<file path="src/rtl/vga_pkg.sv">
// Shared scancode constants and a parity helper for the keyboard front end.
// The optional odd-parity check is enabled by defining PS2_PARITY_CHECK_EN.
package vga_pkg;

  localparam int unsigned BYTE_W = 8;
  localparam int unsigned KEYCODE_W = 2 * BYTE_W;

  localparam logic [BYTE_W-1:0] KEY_BREAK = 8'hF0;
  localparam logic [BYTE_W-1:0] KEY_ENTER = 8'h5A;
  localparam logic [BYTE_W-1:0] KEY_R     = 8'h2D;

  // True when the data byte plus its parity bit carry an odd number of ones.
  function automatic logic odd_parity_ok(input logic [BYTE_W-1:0] data, input logic parity);
    return ^{data, parity};
  endfunction

endpackage

</file>
<file path="src/rtl/ps2_sync_edge.sv">
// Two-flop synchronizers for the PS/2 lines plus a falling-edge strobe on the synced clock.
module ps2_sync_edge (
  input  logic clk,
  input  logic rst,
  input  logic ps2_clk,
  input  logic ps2_data,
  output logic fall_c,
  output logic data_sync
);

  logic clk_meta;
  logic clk_sync;
  logic clk_prev;
  logic data_meta;

  // Lines idle high, so every stage resets to 1 to avoid a spurious edge.
  always_ff @(posedge clk) begin
    if (rst) begin
      clk_meta  <= 1'b1;
      clk_sync  <= 1'b1;
      clk_prev  <= 1'b1;
      data_meta <= 1'b1;
      data_sync <= 1'b1;
    end else begin
      clk_meta  <= ps2_clk;
      clk_sync  <= clk_meta;
      clk_prev  <= clk_sync;
      data_meta <= ps2_data;
      data_sync <= data_meta;
    end
  end

  assign fall_c = clk_prev & ~clk_sync;

endmodule

</file>
<file path="src/rtl/ps2_keycode_rx.sv">
// PS/2 keyboard frame receiver presenting {previous byte, latest byte}.
// Define PS2_PARITY_CHECK_EN to discard frames failing odd parity.
module ps2_keycode_rx
  import vga_pkg::*;
#(
  parameter int unsigned TIMEOUT_CYCLES = 20000
) (
  input  logic                 clk,
  input  logic                 rst,
  input  logic                 ps2_clk,
  input  logic                 ps2_data,
  output logic [KEYCODE_W-1:0] keycode,
  output logic                 keycode_valid,
  output logic                 frame_err
);

  localparam int unsigned TMO_W = $clog2(TIMEOUT_CYCLES + 1);
  localparam int unsigned CNT_W = $clog2(BYTE_W);
  localparam logic [TMO_W-1:0] TMO_MAX = TMO_W'(TIMEOUT_CYCLES);
  localparam logic [CNT_W-1:0] LAST_BIT = CNT_W'(BYTE_W - 1);

  typedef enum logic [1:0] {
    IDLE,
    DATA,
    PARITY,
    STOP
  } state_t;

  state_t              state;
  logic [CNT_W-1:0]    bit_cnt;
  logic [BYTE_W-1:0]   shift;
  logic                parity_bit;
  logic [TMO_W-1:0]    tmo;
  logic                fall_c;
  logic                data_s;
  logic                parity_ok_c;

  ps2_sync_edge u_sync (
    .clk       (clk),
    .rst       (rst),
    .ps2_clk   (ps2_clk),
    .ps2_data  (ps2_data),
    .fall_c    (fall_c),
    .data_sync (data_s)
  );

`ifdef PS2_PARITY_CHECK_EN
  assign parity_ok_c = odd_parity_ok(shift, parity_bit);
`else
  // Parity is still captured so a later build can inspect it; it never rejects a frame here.
  assign parity_ok_c = parity_bit | 1'b1;
`endif

  always_ff @(posedge clk) begin
    if (rst) begin
      state         <= IDLE;
      bit_cnt       <= '0;
      shift         <= '0;
      parity_bit    <= 1'b0;
      tmo           <= '0;
      keycode       <= '0;
      keycode_valid <= 1'b0;
      frame_err     <= 1'b0;
    end else begin
      keycode_valid <= 1'b0;
      frame_err     <= 1'b0;

      // Inter-edge watchdog: only runs while a frame is in progress.
      if (state == IDLE || fall_c) begin
        tmo <= '0;
      end else if (tmo != TMO_MAX) begin
        tmo <= TMO_W'(tmo + 1'b1);
      end

      // A stalled frame is abandoned; returning to IDLE clears tmo so this fires once.
      if (state != IDLE && tmo == TMO_MAX) begin
        state     <= IDLE;
        bit_cnt   <= '0;
        shift     <= '0;
        frame_err <= 1'b1;
      end else if (fall_c) begin
        unique case (state)
          IDLE: begin
            if (!data_s) begin
              state   <= DATA;
              bit_cnt <= '0;
            end
          end
          DATA: begin
            shift   <= {data_s, shift[BYTE_W-1:1]};
            bit_cnt <= CNT_W'(bit_cnt + 1'b1);
            if (bit_cnt == LAST_BIT) begin
              state <= PARITY;
            end
          end
          PARITY: begin
            parity_bit <= data_s;
            state      <= STOP;
          end
          STOP: begin
            state <= IDLE;
            if (data_s && parity_ok_c) begin
              keycode       <= {keycode[BYTE_W-1:0], shift};
              keycode_valid <= 1'b1;
            end else begin
              frame_err <= 1'b1;
            end
          end
          default: state <= IDLE;
        endcase
      end
    end
  end

endmodule

</file>
<file path="config.mk">
export PLATFORM = sky130hd
export DESIGN_NAME = ps2_keycode_rx
export DESIGN_NICKNAME = d
export VERILOG_FILES = /design/src/rtl/vga_pkg.sv /design/src/rtl/ps2_sync_edge.sv /design/src/rtl/ps2_keycode_rx.sv
export SDC_FILE = /design/constraint.sdc
export NUM_CORES = 1
export LEC_CHECK = 0
export ABC_AREA = 1
export CAP_MARGIN = 15
export CORE_UTILIZATION = 30
export CTS_BUF_LIST = sky130_fd_sc_hd__clkbuf_4 sky130_fd_sc_hd__clkbuf_8 sky130_fd_sc_hd__clkbuf_16
export CTS_CLUSTER_SIZE = 24
export DETAILED_ROUTE_END_ITERATION = 16
export SYNTH_ARGS = -nofsm -noshare
export SYNTH_HDL_FRONTEND = slang
export SYNTH_HIERARCHICAL = 1
export SYNTH_SLANG_ARGS = --single-unit
</file>
<file path="constraint.sdc">
create_clock -name clk -period 1.7 [get_ports clk]
set_input_delay 0.34 -clock clk [delete_from_list [all_inputs] [get_ports clk]]
set_output_delay 0.34 -clock clk [all_outputs]
set_load 0.05 [all_outputs]
</file>
==> flow_summary.toml, run 1 <==
[run_status]
outcome = "finished, final reports clean"

[final_layout]
synthToLayoutAreaGrowth_pct = 16.59
final_cell_mix = "nand2_1, dfxtp_1, inv_1, a21oi_1, nor2_1"
fin_area_um2 = 2718
diodes = 0
drive_above_1_share = 0.1642
nets = 346
fillCellCount = 797
final_common_cell = "nand2_1"

[setup_path]
cp_slowest_stage_delay_ps = 390
crit_path_end_kind = "flop"
critical_path_class = "flop to flop"
worstSetupStartpointType = "flop"
crit_arrival_ps = 1740
cp_max_fo = 10
cp.required_ps = 1930
crit_chain = "inv_1 > ha_1 > nor3_1 > buf_4 > o21ai_0 > a21oi_1"
critPathBufInv = 2
cp_slowest_cell = "dfxtp_1"
cp_top_family = "flip-flops"

[routing]
drc_errors = 0
ant_nets = 0
first_pass_iters = 5
wl_um = 4226
wire_per_inst_um = 9.737
vias = 1892
drt_iter0_drc = 84
via_per_inst = 4.359

[die]
start_util = 0.3163
dieWidth_um = 90.15
io-pin-count = 22
dieArea_um2 = 8126
core_area_um2 = 7370
rows = 31
die_y_um = 90.15

[timing]
max_freq_ghz = 0.6646
hold_ws_ps = 422.8
setup_violations = 0
finalClockSkew_ps = 9.951
setup_slack_ps = 195.3
worstMarginPinSlew_ps = 375.5
period_needed_ps = 1505
tns_ps = 0
slew_viol_final = 0
period_share = 0.8851
rsz0062_at_grt = "no"
timing_hold_violations_final = 0
slew_headroom = 0.7477

[logic_synthesis]
synth-async-reset-ratio = 0
synthesis.nets = 323
synth_cell_type_count = 32
synth-seq-cells = 51
synth_flop_cell = "dfxtp_1"
syn-mean-instance-area_um2 = 7.495
synth_top_area_frac = 0.4380
yosysSeqAreaShare = 0.4380
synthTopCellsByArea = "dfxtp_1, nand2_1, a21oi_1, inv_1, nor2_1"
syn_inst = 311
yosysTopAreaCell = "dfxtp_1"
synth_area_um2 = 2331
yosysWarningCount = 6
synth-edff-count = 0

[power]
power_density_nw_per_um2 = 727.0
total_leakage_power_nw = 1.008
swShare = 0.2338
clockPowerShare = 0.366
ir_drop_v = 0.0003816
p_seq_frac = 0.608
pwr-share-comb = 0.026
p_sw_mw = 0.4619
internal-power_mw = 1.514
finalPower_mw = 1.976

[clocking]
clock_latency_ps = 310
clock_sinks = 51
cts_setup_buffers = 0
cts-root-buf = "clkbuf_8"
cts_hold_buf = 0
max-clock-path-buffers = 2
cts_tree = "built"
htree_levels = 2
clk_pin_slew_ps = 100
numCtsBuffers = 5

[place]
hpwl_um = 2957
gp_congestion = 0.7766
pre_cts_slack_ps = 76.59
numPortBuffers = 21
postPlaceCellArea_um2 = 2621

[grt]
grt_pass1_wl_um = 7452
grt_pass1_vias = 1707
antenna_found_initial = 0
grt_use_total = 0.1116
grt_max_degree = 34
grt_overflow = 0

[worst_hold_path]
min_path_type = "flop to flop"

[flow_run]
maxCapViolations = 0
-- timing repair --
action	in CTS	in global routing
endpoints found under the setup margin	0	4
gates resized for setup	0	2
endpoints found under the hold margin	0	0
-- worst register-to-register path: cells and delay by family (launching register included) --
family          cells  cell delay (ps)
flops               1              390
buf+inv             2              290
fa+ha+maj           1              260
compound gates      2              230
simple gates        1              260
-- per-layer routing --
metal / vias up / wire, um / GRT usage
met5: - / 0 / 0
met4: 0 / 75 / 0.04839
met3: 4 / 136 / 0.02623
met2: 33 / 1878 / 0.1870
met1: 819 / 2135 / 0.1358
li1: 1036 / - / -
-- synthesized netlist by cell type, types with 3 or more instances --
cell and count:
buf_4 3, nor2_2 3, buf_2 3, nand3_2 10
nor3_1 4, inv_1 41, a21oi_1 37, dfxtp_1 51
nor2_1 36, nand2_1 58, o21ai_0 9, inv_2 4
ha_1 8, nand3_1 22
-- flip-flops by register name (all words and copies together), names as in the netlist --
signal	flops
shift	8
u_sync/clk_sync	1
bit_cnt	3
keycode_valid	1
keycode	16
u_sync/data_meta	1
u_sync/data_sync	1
tmo	15
u_sync/clk_prev	1
state	2
frame_err	1
u_sync/clk_meta	1
-- final cells by class --
class	count	area (um2)	share of cell area
Tap cell	99	123.9	0.04558
Multi-Input combinational cell	203	1072	0.3946
Clock inverter	3	23.77	0.008748
Timing Repair Buffer	27	235.2	0.08656
Sequential cell	51	1021	0.3757
Clock buffer	5	68.82	0.02532
Inverter	46	172.7	0.06354
-- through the flow --
stage | utilization | cells
finish | 0.3688 | 434
floorplan | - | 311
global route | 0.3688 | 434
global placement | 0.3557 | 426
detailed placement | 0.3557 | 426
CTS | 0.3683 | 434
-- power groups by stage --
stage | registers [mW] | clock network [mW] | logic [mW]
3_5_place_dp | 1.23 | 0 | 0.0513
2_1_floorplan | 1.23 | 0 | 0.0337
3_3_place_gp | 1.23 | 0 | 0.0508
4_1_cts | 1.20 | 0.749 | 0.0510
5_1_grt | 1.20 | 0.797 | 0.0589
6_report | 1.20 | 0.723 | 0.0505
-- cells by family (layout without fill, tap and decap cells) --
group | count (synthesis) | count (layout) | share of synthesized area
AO/OA/AOI/OAI | 53 | 53 | 0.1208
XOR/XNOR | 1 | 1 | 0.003758
adder cells (fa/ha/maj) | 8 | 8 | 0.04294
buffers and inverters | 57 | 81 | 0.1047
AND/OR/NAND/NOR | 140 | 140 | 0.2856
multiplexers | 1 | 1 | 0.004294
flip-flops | 51 | 51 | 0.4380
-- path summary, 6_finish.rpt --
check | slack (ps) | from | depth (start not counted) | endpoint
worst max register to register | 200 | state[0] | 6 | tmo[6]
worst min-delay path | 420 | u_sync/data_meta | 2 | u_sync/data_sync
worst max-delay path | 200 | state[0] | 6 | tmo[6]
worst min register to register | 420 | u_sync/data_meta | 2 | u_sync/data_sync
Power figures use the tool's default switching activity.
==> inputs of run 2 (changes only) <==
--- a/config.mk
+++ b/config.mk
@@ -7,6 +7,7 @@
 export LEC_CHECK = 0
 export ABC_AREA = 1
 export CAP_MARGIN = 15
+export CORE_ASPECT_RATIO = 1.25
 export CORE_UTILIZATION = 30
 export CTS_BUF_LIST = sky130_fd_sc_hd__clkbuf_4 sky130_fd_sc_hd__clkbuf_8 sky130_fd_sc_hd__clkbuf_16
 export CTS_CLUSTER_SIZE = 24
==> flow_summary.toml, run 2 (synthesis results as in run 1) <==
[place]
postPlaceCellArea_um2 = 2620
gp_congestion = 0.7836
numPortBuffers = 21
hpwl_um = 2971
dpl.cell_count = 420

[clocking]
cts_setup_buffers = 0
numCtsBuffers = 5
clk_pin_slew_ps = 100
cts_resized = 0
cts_hold_buf = 0
clock_latency_ps = 310
max-clock-path-buffers = 2
htree_levels = 2
cts-root-buf = "clkbuf_8"
clock_sinks = 51
cts_tree = "built"

[power]
ir_drop_v = 0.0005259
power_density_nw_per_um2 = 737.5
total_leakage_power_nw = 1.019

[timing]
period_share = 0.9518
slew_viol_final = 0
setup_violations = 0
max_freq_ghz = 0.6180
worstMarginPinSlew_ps = 365.8
slew_headroom = 0.7536
period_needed_ps = 1618
finalClockSkew_ps = 14.95
timing_hold_violations_final = 0
rsz0062_at_grt = "yes"

[worst_hold_path]
min_path_type = "flop to flop"
hp-start = "u_sync/data_meta"

[grt]
grt_max_degree = 33
grt_use_total = 0.1153
grt_overflow = 0
grt_pass1_vias = 1744
grt_pass1_wl_um = 7431
antenna_found_initial = 0

[routing]
drc_errors = 0
ant_nets = 0
via_per_inst = 4.472
first_pass_iters = 4
drt_iter0_drc = 49
wl_um = 4246
vias = 1914
wire_per_inst_um = 9.921

[setup_path]
crit_path_end_kind = "flop"
cp.required_ps = 1900
crit_start = "state[0]"
worstSetupStartpointType = "flop"
critical_path_class = "flop to flop"
cp_max_fo = 5
cp_slowest_stage_delay_ps = 380
cp_top_family = "compound AO/OA/AOI/OAI gates"
critPathBufInv = 1
r2r-start = "state[0]"
cp_slowest_cell = "dfxtp_1"
crit_arrival_ps = 1810
crit_chain = "inv_1 > ha_1 > a21boi_1 > o21ai_0 > a22oi_1 > nor2_1"

[final_layout]
multi_input_area_um2 = 1069
diodes = 0
fin_area_um2 = 2716
top_register = "keycode"
seq_area_um2 = 1021
post-route-util = 0.3649
drive_above_1_share = 0.1637
top_regs = "keycode x16, tmo x15, shift x8"
largest_register_ffs = 16
final_common_cell = "nand2_1"
nets = 347
fillCellCount = 785
fin_cells = 428
final_cell_mix = "nand2_1, dfxtp_1, inv_1, a21oi_1, nor2_1"
synthToLayoutAreaGrowth_pct = 16.53

[die]
die_y_um = 100.6
dieWidth_um = 80.84
dieArea_um2 = 8128
core_area_um2 = 7445
io-pin-count = 22
rows = 35
start_util = 0.3131

[run_status]
outcome = "finished, final reports clean"

[flow_run]
maxCapViolations = 0
## run 2: final cells by class
cell class | count | share of cell area
Clock buffer | 5 | 0.02533
Clock inverter | 3 | 0.01013
Inverter | 46 | 0.06357
Multi-Input combinational cell | 203 | 0.3934
Sequential cell | 51 | 0.3759
Tap cell | 92 | 0.04238
Timing Repair Buffer | 28 | 0.08936
## run 2: per-layer routing
layer / share of wire / vias to the layer above / track usage
met5: 0 / - / 0
met4: 0.0024 / 0 / 0.03709
met3: 0.024 / 2 / 0.02443
met2: 0.47 / 23 / 0.1991
met1: 0.50 / 851 / 0.1404
li1: - / 1038 / -
## run 2: path summary, 6_finish.rpt
check,endpoint,slack (ps),cells past startpoint
max,bit_cnt[2],80,6
min,u_sync/data_sync,420,2
max reg2reg,bit_cnt[2],80,6
min reg2reg,u_sync/data_sync,420,2
## run 2: stage by stage
stage	worst slack [ps]	hold WS, ps	TNS, ps	total power [mW]
after floorplan	328.2	386.5	0	1.263
after global placement	92.83	389.9	0	1.281
after detailed placement	19.33	396.0	0	1.281
after CTS	79.60	420.9	0	2.033
after global routing	-111.9	445.0	-1004	2.093
final	81.86	416.6	0	2.003
## run 2: worst reg2reg max path: cells and delay by family (launching register included)
kind | cells | cell delay [ps]
AOI/OAI and AO/OA | 3 | 730
buffers and inverters | 1 | 80
and+or+nand+nor | 1 | 50
adders and majority gates | 1 | 260
DFF | 1 | 380
## run 2: where the power goes
part | total, mW | internal, mW | switching, mW
Clock | 0.750 | 0.303 | 0.447
Combinational | 0.0509 | 0.0194 | 0.0315
Sequential | 1.20 | 1.20 | 0.00254
Total | 2.00 | 1.52 | 0.481
==> inputs of run 3 (changes only) <==
--- a/config.mk
+++ b/config.mk
@@ -6,12 +6,12 @@
 export NUM_CORES = 1
 export LEC_CHECK = 0
 export ABC_AREA = 1
-export CAP_MARGIN = 15
 export CORE_ASPECT_RATIO = 1.25
 export CORE_UTILIZATION = 30
 export CTS_BUF_LIST = sky130_fd_sc_hd__clkbuf_4 sky130_fd_sc_hd__clkbuf_8 sky130_fd_sc_hd__clkbuf_16
 export CTS_CLUSTER_SIZE = 24
 export DETAILED_ROUTE_END_ITERATION = 16
+export DONT_BUFFER_PORTS = 1
 export SYNTH_ARGS = -nofsm -noshare
 export SYNTH_HDL_FRONTEND = slang
 export SYNTH_HIERARCHICAL = 1
==> flow_summary.toml, run 3 (synthesis results as in run 1) <==
[final_layout]
top_regs = "keycode x16, tmo x15, shift x8"
synthToLayoutAreaGrowth_pct = 9.232
largest_register_ffs = 16
drive_above_1_share = 0.1178
final_cell_mix = "nand2_1, dfxtp_1, inv_1, a21oi_1, nor2_1"
top_register = "keycode"
post-route-util = 0.3420
final_common_cell = "nand2_1"
nets = 325
diodes = 0

[timing]
timing_hold_violations_final = 0
period_share = 0.9040
setup_slack_ps = 163.2
slew_headroom = 0.6206
worstMarginPinSlew_ps = 568.3
max_freq_ghz = 0.6507
period_needed_ps = 1537
setup_violations = 0
tns_ps = 0
finalClockSkew_ps = 11.80
rsz0062_at_grt = "no"
slew_viol_final = 0

[grt]
grt_pass1_vias = 1754
grt_pass1_wl_um = 7521
grt_overflow = 0
grt_max_degree = 33
antenna_found_initial = 0
grt_use_total = 0.1161

[clocking]
cts_tree = "built"
htree_levels = 2
clk_pin_slew_ps = 110
clock_sinks = 51
clock_latency_ps = 310
cts-root-buf = "clkbuf_8"
numCtsBuffers = 5
max-clock-path-buffers = 2
cts_hold_buf = 0

[flow_run]
maxCapViolations = 0

[place]
pre_cts_slack_ps = 108.5
hpwl_um = 2997
numPortBuffers = 0
gp_congestion = 0.7528

[die]
io-pin-count = 22
start_util = 0.3131
dieWidth_um = 80.84
die_y_um = 100.6
dieArea_um2 = 8128
rows = 35
core_area_um2 = 7445

[run_status]
outcome = "finished, final reports clean"

[setup_path]
cp_max_fo = 25
critical_path_class = "flop to flop"
cp.required_ps = 1920
crit_arrival_ps = 1750
worstSetupStartpointType = "flop"
crit_path_end_kind = "flop"
reg2regPathDepth = 10

[power]
ir_drop_v = 0.0003133
finalPower_mw = 1.974
power_density_nw_per_um2 = 775.3
total_leakage_power_nw = 0.9067

[routing]
wl_um = 4226
vias = 1849
drt_iter0_drc = 58
ant_nets = 0
via_per_inst = 4.554
wire_per_inst_um = 10.41
first_pass_iters = 4
drc_errors = 0

[worst_hold_path]
min_path_type = "input port to flop"
holdPathStages = 1
[run 3: cell count changes in the layout (fill, tap and decap cells not counted), sizes merged]
cell / previous run / this run
clkinvlp: 1 / 0
clkdlybuf4s50: 3 / 0
inv: 46 / 47
buf: 25 / 6
[run 3: final timing paths]
kind	start	end	slack, ps
worst max-delay path	tmo[0]	keycode[8]	160
worst min-delay path	rst	frame_err	110
worst max register to register	tmo[0]	keycode[8]	160
worst min register to register	u_sync/clk_meta	u_sync/clk_sync	410
[run 3: layout make-up]
| type | count | area [um2] |
|---|---|---|
| tap | 92 | 115.1 |
| timing repair buffer | 6 | 70.07 |
| clock inverter | 3 | 26.28 |
| sequential | 51 | 1021 |
| multi-input combinational | 203 | 1072 |
| inverter | 46 | 172.7 |
| fill | 779 | 4898 |
| clock buffer | 5 | 68.82 |
[run 3: metrics by stage]
step           hold WS [ps]  instances  area [um2]
2_1_floorplan         386.5        311        2331
3_3_place_gp          390.7        398        2447
3_5_place_dp          393.4        398        2447
4_1_cts               98.36        406        2542
5_1_grt               98.34        406        2546
6_report              105.9        406        2546
[run 3: critical path, cell delays in order, from the launching register on]
cell,delay (ps)
dfxtp_1,360
inv_1,70
ha_1,130
nand2_1,50
inv_1,50
nand2_1,70
nor2_4,150
nand3_4,160
buf_12,210
a21oi_1,140
nor2_1,60
[run 3: metal layers]
layer,up-vias,GRT usage,wire (um)
met5,-,0,0
met4,0,0.04121,55
met3,4,0.03348,166
met2,30,0.1959,1939
met1,816,0.1382,2065
li1,999,-,-
[run 3: report_power, final]
| part | internal, mW | total, mW | switching, mW | leakage (nW) |
|---|---|---|---|---|
| sequential | 1.20 | 1.20 | 0.00267 | 0.412 |
| combinational | 0.0137 | 0.0422 | 0.0286 | 0.446 |
| clock | 0.303 | 0.730 | 0.426 | 0.0491 |
[run 3: what timing repair did]
item,CTS,global route
hold endpoints to repair,0,0
buffers inserted,0,0
gates resized for setup,0,1
endpoints found under the setup margin,0,4
